`config.mk`:
```
export PLATFORM = sky130hd
export DESIGN_NAME = reg_scoreboard
export DESIGN_NICKNAME = d
export VERILOG_FILES = /design/src/rtl/reg_scoreboard.sv
export SDC_FILE = /design/constraint.sdc
export NUM_CORES = 1
export LEC_CHECK = 0
export CELL_PAD_IN_SITES_DETAIL_PLACEMENT = 1
export CELL_PAD_IN_SITES_GLOBAL_PLACEMENT = 2
export CORE_ASPECT_RATIO = 0.8
export CORE_MARGIN = 8
export CORE_UTILIZATION = 28
export DETAILED_ROUTE_END_ITERATION = 10
export GPL_ROUTABILITY_DRIVEN = 0
export PLACE_DENSITY = 0.77
export SYNTH_ARGS = -nofsm -noshare
export SYNTH_HDL_FRONTEND = slang
export SYNTH_SLANG_ARGS = --single-unit
```
`constraint.sdc`:
```
create_clock -name clk -period 2.4 [get_ports clk]
set_input_delay 0.48 -clock clk [delete_from_list [all_inputs] [get_ports clk]]
set_output_delay 0.48 -clock clk [all_outputs]
set_load 0.01 [all_outputs]
```
`src/rtl/reg_scoreboard.sv`:
```
// reg_scoreboard: register scoreboard for an in-order pipeline.
// Each architectural register (8 of them) carries a 3-bit stage tag that
// holds the pipeline stage (1..4) of its youngest pending write. A tag of 0
// means the register file holds the current value.
//
// Configuration macro SCOREBOARD_FWD_EN:
//    defined   - a tag of 4 (WB) is served by the write-data bypass, so only
//                tags 1..3 cause a read hazard.
//    undefined - a read waits until the tag returns to 0 (tags 1..4 stall).
module reg_scoreboard (
   input  logic        clk,
   input  logic        reset,
   input  logic        en,
   input  logic        issue_valid,
   input  logic        issue_we,
   input  logic [2:0]  issue_wr,
   input  logic        src1_use,
   input  logic        src2_use,
   input  logic [2:0]  src1,
   input  logic [2:0]  src2,
   input  logic        flush,
   output logic        stall,
   output logic [2:0]  register_invalid [8],
   output logic        busy,
   output logic [15:0] stall_cnt
);

`ifdef SCOREBOARD_FWD_EN
   localparam logic [2:0] HAZ_MAX = 3'd3;
`else
   localparam logic [2:0] HAZ_MAX = 3'd4;
`endif

   logic [7:0][2:0] tag_reg;
   logic [7:0][2:0] tag_next;
   logic [15:0]     stall_cnt_reg;
   logic            hazard1;
   logic            hazard2;
   logic            accept;

   // Hazard detection, stall and accept decode from the current tags
   always_comb begin
      hazard1 = src1_use && (tag_reg[src1] != 3'd0) && (tag_reg[src1] <= HAZ_MAX);
      hazard2 = src2_use && (tag_reg[src2] != 3'd0) && (tag_reg[src2] <= HAZ_MAX);
      stall   = issue_valid && !flush && (hazard1 || hazard2);
      accept  = en && issue_valid && !stall && !flush;
   end

   genvar gi;
   generate
      for (gi = 0; gi < 8; gi++) begin : g_tag
         // Per-register next tag: advance/wrap, flush squash, issue override
         always_comb begin
            tag_next[gi] = tag_reg[gi];
            if (flush && (tag_reg[gi] == 3'd1 || tag_reg[gi] == 3'd2))
               tag_next[gi] = 3'd0;
            else if (tag_reg[gi] == 3'd4)
               tag_next[gi] = 3'd0;
            else if (tag_reg[gi] != 3'd0)
               tag_next[gi] = tag_reg[gi] + 3'd1;
            // A newly accepted writer always becomes the youngest
            if (accept && issue_we && (issue_wr == 3'(gi)))
               tag_next[gi] = 3'd1;
         end

         assign register_invalid[gi] = tag_reg[gi];
      end
   endgenerate

   // Tag state: cleared by reset, otherwise updated only while en is high
   always_ff @(posedge clk) begin
      if (reset)
         tag_reg <= '0;
      else if (en)
         tag_reg <= tag_next;
   end

   // Saturating count of cycles where decode was held
   always_ff @(posedge clk) begin
      if (reset)
         stall_cnt_reg <= 16'd0;
      else if (en && stall && (stall_cnt_reg != 16'hFFFF))
         stall_cnt_reg <= stall_cnt_reg + 16'd1;
   end

   assign busy      = |tag_reg;
   assign stall_cnt = stall_cnt_reg;

endmodule

```
==> key figures, run 1 <==
Outcome
  – Status: finished, violations left
  – Failing checks: setup timing

GRT
  – Number of global-route vias before repair: 3237
  – Overflow left after global routing: 0
  – Largest net degree at the start of global routing: 51
  – Total Routing Usage GR: 0.138
  – First-pass GRT wire length: 16.6 mm
  – Initial antenna violation count: 0

Drt
  – Antenna viol nets, final: 0
  – DR vias: 3068
  – Starting DRT DRC Count: 129
  – Drt total wl: 10.1 mm
  – Residual DRC count: 0
  – Vias per cell: 4.96
  – DR pass1 iterations: 4
  – Drt wl/cell: 16.3 µm

Timing
  – Final Hold Viols: 0
  – Final setup fails: 3
  – Max-slew headroom: 0.550
  – Post-layout minimum cycle time: 2.46 ns
  – Worst slew pin tran: 0.675 ns
  – Fin. max-slew vios: 0
  – Setup TNS: -0.126 ns
  – Hold WS: 0.530 ns
  – RSZ-0062 raised after global routing: yes
  – Worst Skew: 0.00497 ns
  – Final critical-path share of the clock period: 1.02
  – Fmax: 0.407 GHz
  – Final setup margin: -0.0576 ns

Place
  – Placed cell areas: 4140 µm²
  – Hpwl dp: 7.75 mm
  – Dpl cells: 610
  – PortBufs: 58
  – Place WS: -1.06 ns

Logic synthesis
  – Top cells by count, synth: nor2_1 (51), dfxtp_1 (40), ha_1 (33)
  – Yosys reg bits: 40
  – Mean Syn Cell Area: 8.14 µm²
  – Cells after synthesis: 376
  – Most frequent cell after synthesis: nor2_1
  – Post-synth EDFFs: 0
  – Largest area contributor in the netlist: dfxtp_1
  – Seq/Total Area, Yosys: 0.262
  – Mapped Area: 3060 µm²
  – Syn Nets: 426
  – Share of the synthesized area in the top cell type: 0.262
  – Synth unique cells: 48
  – Synth area leaders: dfxtp_1 (26%), ha_1 (13%), nor2_1 (6.3%), mux4_2 (5.9%), xnor2_1 (4.0%)
  – Async SR Flop Fraction: 0
  – Top FF cell, synth: dfxtp_1
  – Synth warn: 0

Worst setup path
  – Worst R2R End: register_invalid[22]
  – Setup crit end: stall
  – Setup crit end kind: primary output
  – Slack of the worst reg-to-reg path: -0.03 ns
  – Worst R2R Path Depth: 9
  – WP buf/inv: 1
  – Critical path fanouts, max: 3
  – Worst path max stage delay: 0.49 ns
  – CP cell instances: nor2_4 -> mux4_2 -> xor2_2 -> nor3b_2 -> nor3_2 -> nor3b_2 -> buf_2
  – WS Path Type: reg -> out
  – CP startpoint: register_invalid[15]
  – Most frequent CP cell: nor3b_2
  – Worst setup SP type: register
  – Required @ worst endpoint: 1.92 ns
  – Critical Path Stages: 7
  – Crit-path leading delay family: simple AND/OR/NAND/NOR gates
  – CP arrival: 1.98 ns
  – R2R Path Start: register_invalid[15]
  – Critical-path top delay cell: mux4_2

Pwr
  – Sw Ratio: 0.355
  – Power density cells: 538 nW/µm²
  – Comb pwr share: 0.432
  – Clk pwr share: 0.262
  – Net Sw Power: 0.000855 W
  – Register share of total power: 0.306
  – Internal power: 0.00155 W
  – Maximum VDD drop: 271 µV
  – Leak pwr: 1.72 nW

Floorplanning
  – Die H: 110 µm
  – # IOs: 59
  – Die area: 14600 µm²
  – Initial Utilization: 0.284
  – Core area: 10800 µm²
  – Die Width: 133 µm
  – Row Count: 34

Clocking
  – # clock sinks: 40
  – CTS buffer count: 5
  – CTS Root Cell: clkbuf_16
  – Worst-Skew Late Latency: 0.28 ns
  – H-tree levels: 2
  – Max Root-Sink Buffers: 2
  – CTS tree: built
  – Reg clk slew, reported paths: 0.06 ns

Layout
  – Register area: 820 µm²
  – Post-route cell area: 4480 µm²
  – Area of the multi-input gates: 2300 µm²
  – # diodes: 0
  – Final Net Count: 524
  – Non-filler cells, final: 618
  – # fillers: 1270
  – Max reg flops: 24
  – Area Overhead vs Synth: 46.4%
  – Share of cells above drive strength 1: 0.245

Run
  – Max-cap viol count: 0

Worst hold path
  – Worst Hold Class: reg -> reg
through the flow:
step                power, W  utilization
detailed placement   0.00174        0.384
global route         0.00259        0.416
global placement     0.00171        0.384
floorplan            0.00131            -
finish               0.00241        0.416
CTS                  0.00240        0.401
cell type report:
type                       instances  share of cell area
clock buffer                       6              0.0288
clock inverter                     1             0.00112
inverter                          23              0.0193
multi-input combinational        297               0.514
sequential                        40               0.183
tap                              144              0.0402
timing repair buffer             107               0.213
how the worst min path moves through the flow:
| stage | slack, ns | startpoint | cells past startpoint | endpoint |
|---|---|---|---|---|
| after CTS | 0.54 | stall_cnt[1] | 2 | stall_cnt[1] |
| final | 0.53 | stall_cnt[1] | 2 | stall_cnt[1] |
| after global routing | 0.57 | stall_cnt[1] | 2 | stall_cnt[1] |
| after floorplan | 0.52 | stall_cnt[1] | 2 | stall_cnt[1] |
| after detailed placement | 0.53 | stall_cnt[1] | 2 | stall_cnt[1] |
| after global placement | 0.51 | stall_cnt[1] | 2 | stall_cnt[1] |
cells in the final DEF (no fill, tap or decap), types with 7 or more instances in the layout:
cell              n
xnor2_1          14
mux4_2            8
and4b_1           7
a21oi_1          17
nand3_1           7
nand4_1          12
nand2_1          25
buf_4            49
ha_1             32
clkdlybuf4s50_1  52
nand2b_1         12
dfxtp_2          12
o21ai_0          18
dfxtp_1          27
inv_1            23
nor2b_1           9
nor2_1           46
power groups by stage:
stage | combinational (W) | sequential [W] | clock, W
final | 0.00104 | 0.000737 | 0.000631
after global routing | 0.00116 | 0.000745 | 0.000686
after CTS | 0.00101 | 0.000735 | 0.000652
after detailed placement | 0.00100 | 0.000738 | 0
after global placement | 0.000972 | 0.000737 | 0
after floorplan | 0.000518 | 0.000789 | 0
kinds of logic (layout without fill, tap and decap cells):
family          count (synthesis)  in the layout  share of synthesized area
fa+ha+maj                      33             33                      0.135
xor+xnor                       18             18                     0.0515
flops                          40             40                      0.262
buf+inv                        39            137                     0.0482
simple gates                  164            164                      0.288
compound gates                 71             71                      0.147
mux                            11             11                     0.0687
metal layers:
metal	global-route usage	vias up	routed length, µm
li1	-	1525	-
met1	0.171	1508	4690
met2	0.250	30	5040
met3	0.0237	5	264
met4	0.0267	0	54
met5	0	-	0
worst register-to-register path, stage by stage (launching register included):
cell,delay (ns)
dfxtp_4,0.36
nor2_4,0.05
mux4_2,0.49
xor2_2,0.20
nor3b_2,0.21
nor3_2,0.09
buf_4,0.17
and4b_1,0.19
or3_1,0.33
a221oi_2,0.27
what timing repair did:
| action | in CTS | in global routing |
|---|---|---|
| hold buffers | 0 | 0 |
| resized for setup | 39 | 36 |
| pin swaps | 6 | 21 |
| setup buffers | 1 | 2 |
| endpoints found under the setup margin | 42 | 30 |
No activity file was read; power rests on OpenSTA's default activity.
==> run 2: changes to the inputs <==
Settings changed: SLEW_MARGIN set to 30.
==> key figures, run 2 (synthesis gave the netlist of run 1 again) <==
Worst setup path
  – Worst path max stage delay: 0.47 ns (-0.02 ns)
  – Worst setup SP type: register
  – Critical-path top delay cell: mux4_2
  – WP buf/inv: 1 (unchanged)
  – Crit-path leading delay family: multiplexers
  – CP startpoint: register_invalid[3]
  – Required @ worst endpoint: 1.92 ns (about the same)
  – Critical path fanouts, max: 3 (unchanged)
  – Setup crit end kind: primary output
  – WS Path Type: reg -> out
  – R2R Path Start: register_invalid[12]
  – CP arrival: 1.97 ns (about the same)
  – CP cell instances: nor2_4 -> mux4_2 -> xor2_1 -> o22ai_2 -> nor3_4 -> nor3b_2 -> buf_2

Place
  – Hpwl dp: 7.86 mm (+1.3%)
  – PortBufs: 58 (unchanged)
  – Placed cell areas: 4140 µm² (+0.12%)

Layout
  – Post-route cell area: 4490 µm² (+0.20%)
  – Util after Layout: 0.417 (+0.000814)
  – Max reg flops: 24 (unchanged)
  – Share of cells above drive strength 1: 0.234 (-0.0110)
  – Commonest non-fill, non-tap cells in the layout: clkdlybuf4s50_1 (52), buf_4 (47), nor2_1 (46)
  – # diodes: 0 (unchanged)
  – Area Overhead vs Synth: 46.6%
  – # fillers: 1273 (+0.24%)
  – Most common cell after layout, fill and taps aside: clkdlybuf4s50_1
  – Final Net Count: 525 (+0.19%)

Clocking
  – CTS tree: built
  – Worst-Skew Late Latency: 0.28 ns (about the same)
  – Reg clk slew, reported paths: 0.06 ns (about the same)
  – H-tree levels: 2 (unchanged)
  – Max Root-Sink Buffers: 2 (unchanged)
  – # clock sinks: 40 (unchanged)
  – CTS Root Cell: clkbuf_16
  – CTS buffer count: 5 (unchanged)

Floorplanning
  – Initial Utilization: 0.284 (unchanged)
  – Die area: 14600 µm² (unchanged)
  – Die Width: 133 µm (unchanged)
  – Row Count: 34 (unchanged)
  – Core area: 10800 µm² (unchanged)
  – # IOs: 59 (unchanged)
  – Die H: 110 µm (unchanged)

Timing
  – Fin. max-slew vios: 0 (unchanged)
  – Final critical-path share of the clock period: 1.02 (-0.00516)
  – Hold WS: 0.533 ns (+0.00288 ns)
  – RSZ-0062 raised after global routing: yes
  – Fmax: 0.409 GHz (+0.51%)
  – Worst Skew: 0.00243 ns (-0.00254 ns)
  – Final Hold Viols: 0 (unchanged)
  – Final setup fails: 1 (-2)
  – Post-layout minimum cycle time: 2.45 ns (-0.0124 ns)
  – Worst slew pin tran: 0.588 ns (-0.0870 ns)
  – Max-slew headroom: 0.607 (+0.0567)
  – Final setup margin: -0.0452 ns (+0.0124 ns)

GRT
  – Initial antenna violation count: 0 (unchanged)
  – Number of global-route vias before repair: 3192 (-1.4%)
  – Overflow left after global routing: 0 (unchanged)
  – Total Routing Usage GR: 0.137 (-0.00155)
  – First-pass GRT wire length: 16.4 mm (-1.2%)
  – Largest net degree at the start of global routing: 51 (unchanged)

Drt
  – Drt wl/cell: 16.6 µm (+1.8%)
  – Antenna viol nets, final: 0 (unchanged)
  – Residual DRC count: 0 (unchanged)
  – DR pass1 iterations: 4 (unchanged)
  – Drt total wl: 10.3 mm (+2.0%)
  – DR vias: 3049 (-0.62%)
  – Starting DRT DRC Count: 134 (+3.9%)
  – Vias per cell: 4.93 (-0.78%)

Worst hold path
  – Worst Hold Class: reg -> reg
  – Min-delay src: stall_cnt[1]

Pwr
  – Total power draw: 0.00250 W (+3.7%)
  – Maximum VDD drop: 212 µV (-22%)
  – Leak pwr: 1.72 nW (about the same)
  – Power density cells: 557 nW/µm² (+3.5%)

Outcome
  – Status: finished, violations left
  – Failing checks: setup timing

Run
  – Max-cap viol count: 0 (unchanged)
-- run 2: worst register-to-register path: cells and delay by family, from the launching register on --
kind	cells	cell delay, ns
simple gates	5	0.90
mux	1	0.48
flops	1	0.32
compound gates	1	0.26
xor+xnor	1	0.18
buf+inv	1	0.15
-- run 2: layout make-up --
cell class	instances	area, µm²	share of cell area
timing repair buffer	108	988	0.220
sequential	40	817	0.182
clock buffer	7	153	0.0340
tap	144	180	0.0401
inverter	23	86.3	0.0192
multi-input combinational	297	2260	0.504
-- run 2: path summary, 6_finish.rpt --
| check | endpoint | slack [ns] | cells after the start |
|---|---|---|---|
| max | stall | -0.05 | 7 |
| min | stall_cnt[1] | 0.53 | 2 |
| max reg2reg | register_invalid[22] | 0.01 | 9 |
| min reg2reg | stall_cnt[1] | 0.53 | 2 |
-- run 2: report_power, final --
group / leakage, nW / switching (W) / internal [W]
logic: 1.31 / 0.000568 / 0.000491
clock network: 0.0760 / 0.000265 / 0.000437
registers: 0.329 / 0.0000273 / 0.000711
total: 1.72 / 0.000860 / 0.00164
-- run 2: timing repair --
item	in CTS	in global routing
buffers inserted	1	1
hold buffers	0	0
endpoints found under the setup margin	42	28
gates resized for setup	41	24
pin swaps	5	12
gates cloned	0	1
-- run 2: routing by layer --
metal	track usage	vias to the layer above	share of wire
met3	0.0219	5	0.026
met4	0.0291	0	0.0064
met1	0.172	1486	0.48
met2	0.244	33	0.49
li1	-	1525	-
met5	0	-	0
-- run 2: through the flow --
step           TNS [ns]  cells  worst slack [ns]
2_1_floorplan         0    376           0.00549
3_3_place_gp     -27.91    610            -0.995
3_5_place_dp     -29.97    610             -1.05
4_1_cts         -0.0996    617           -0.0724
5_1_grt          -0.343    619            -0.127
6_report        -0.0452    619           -0.0452
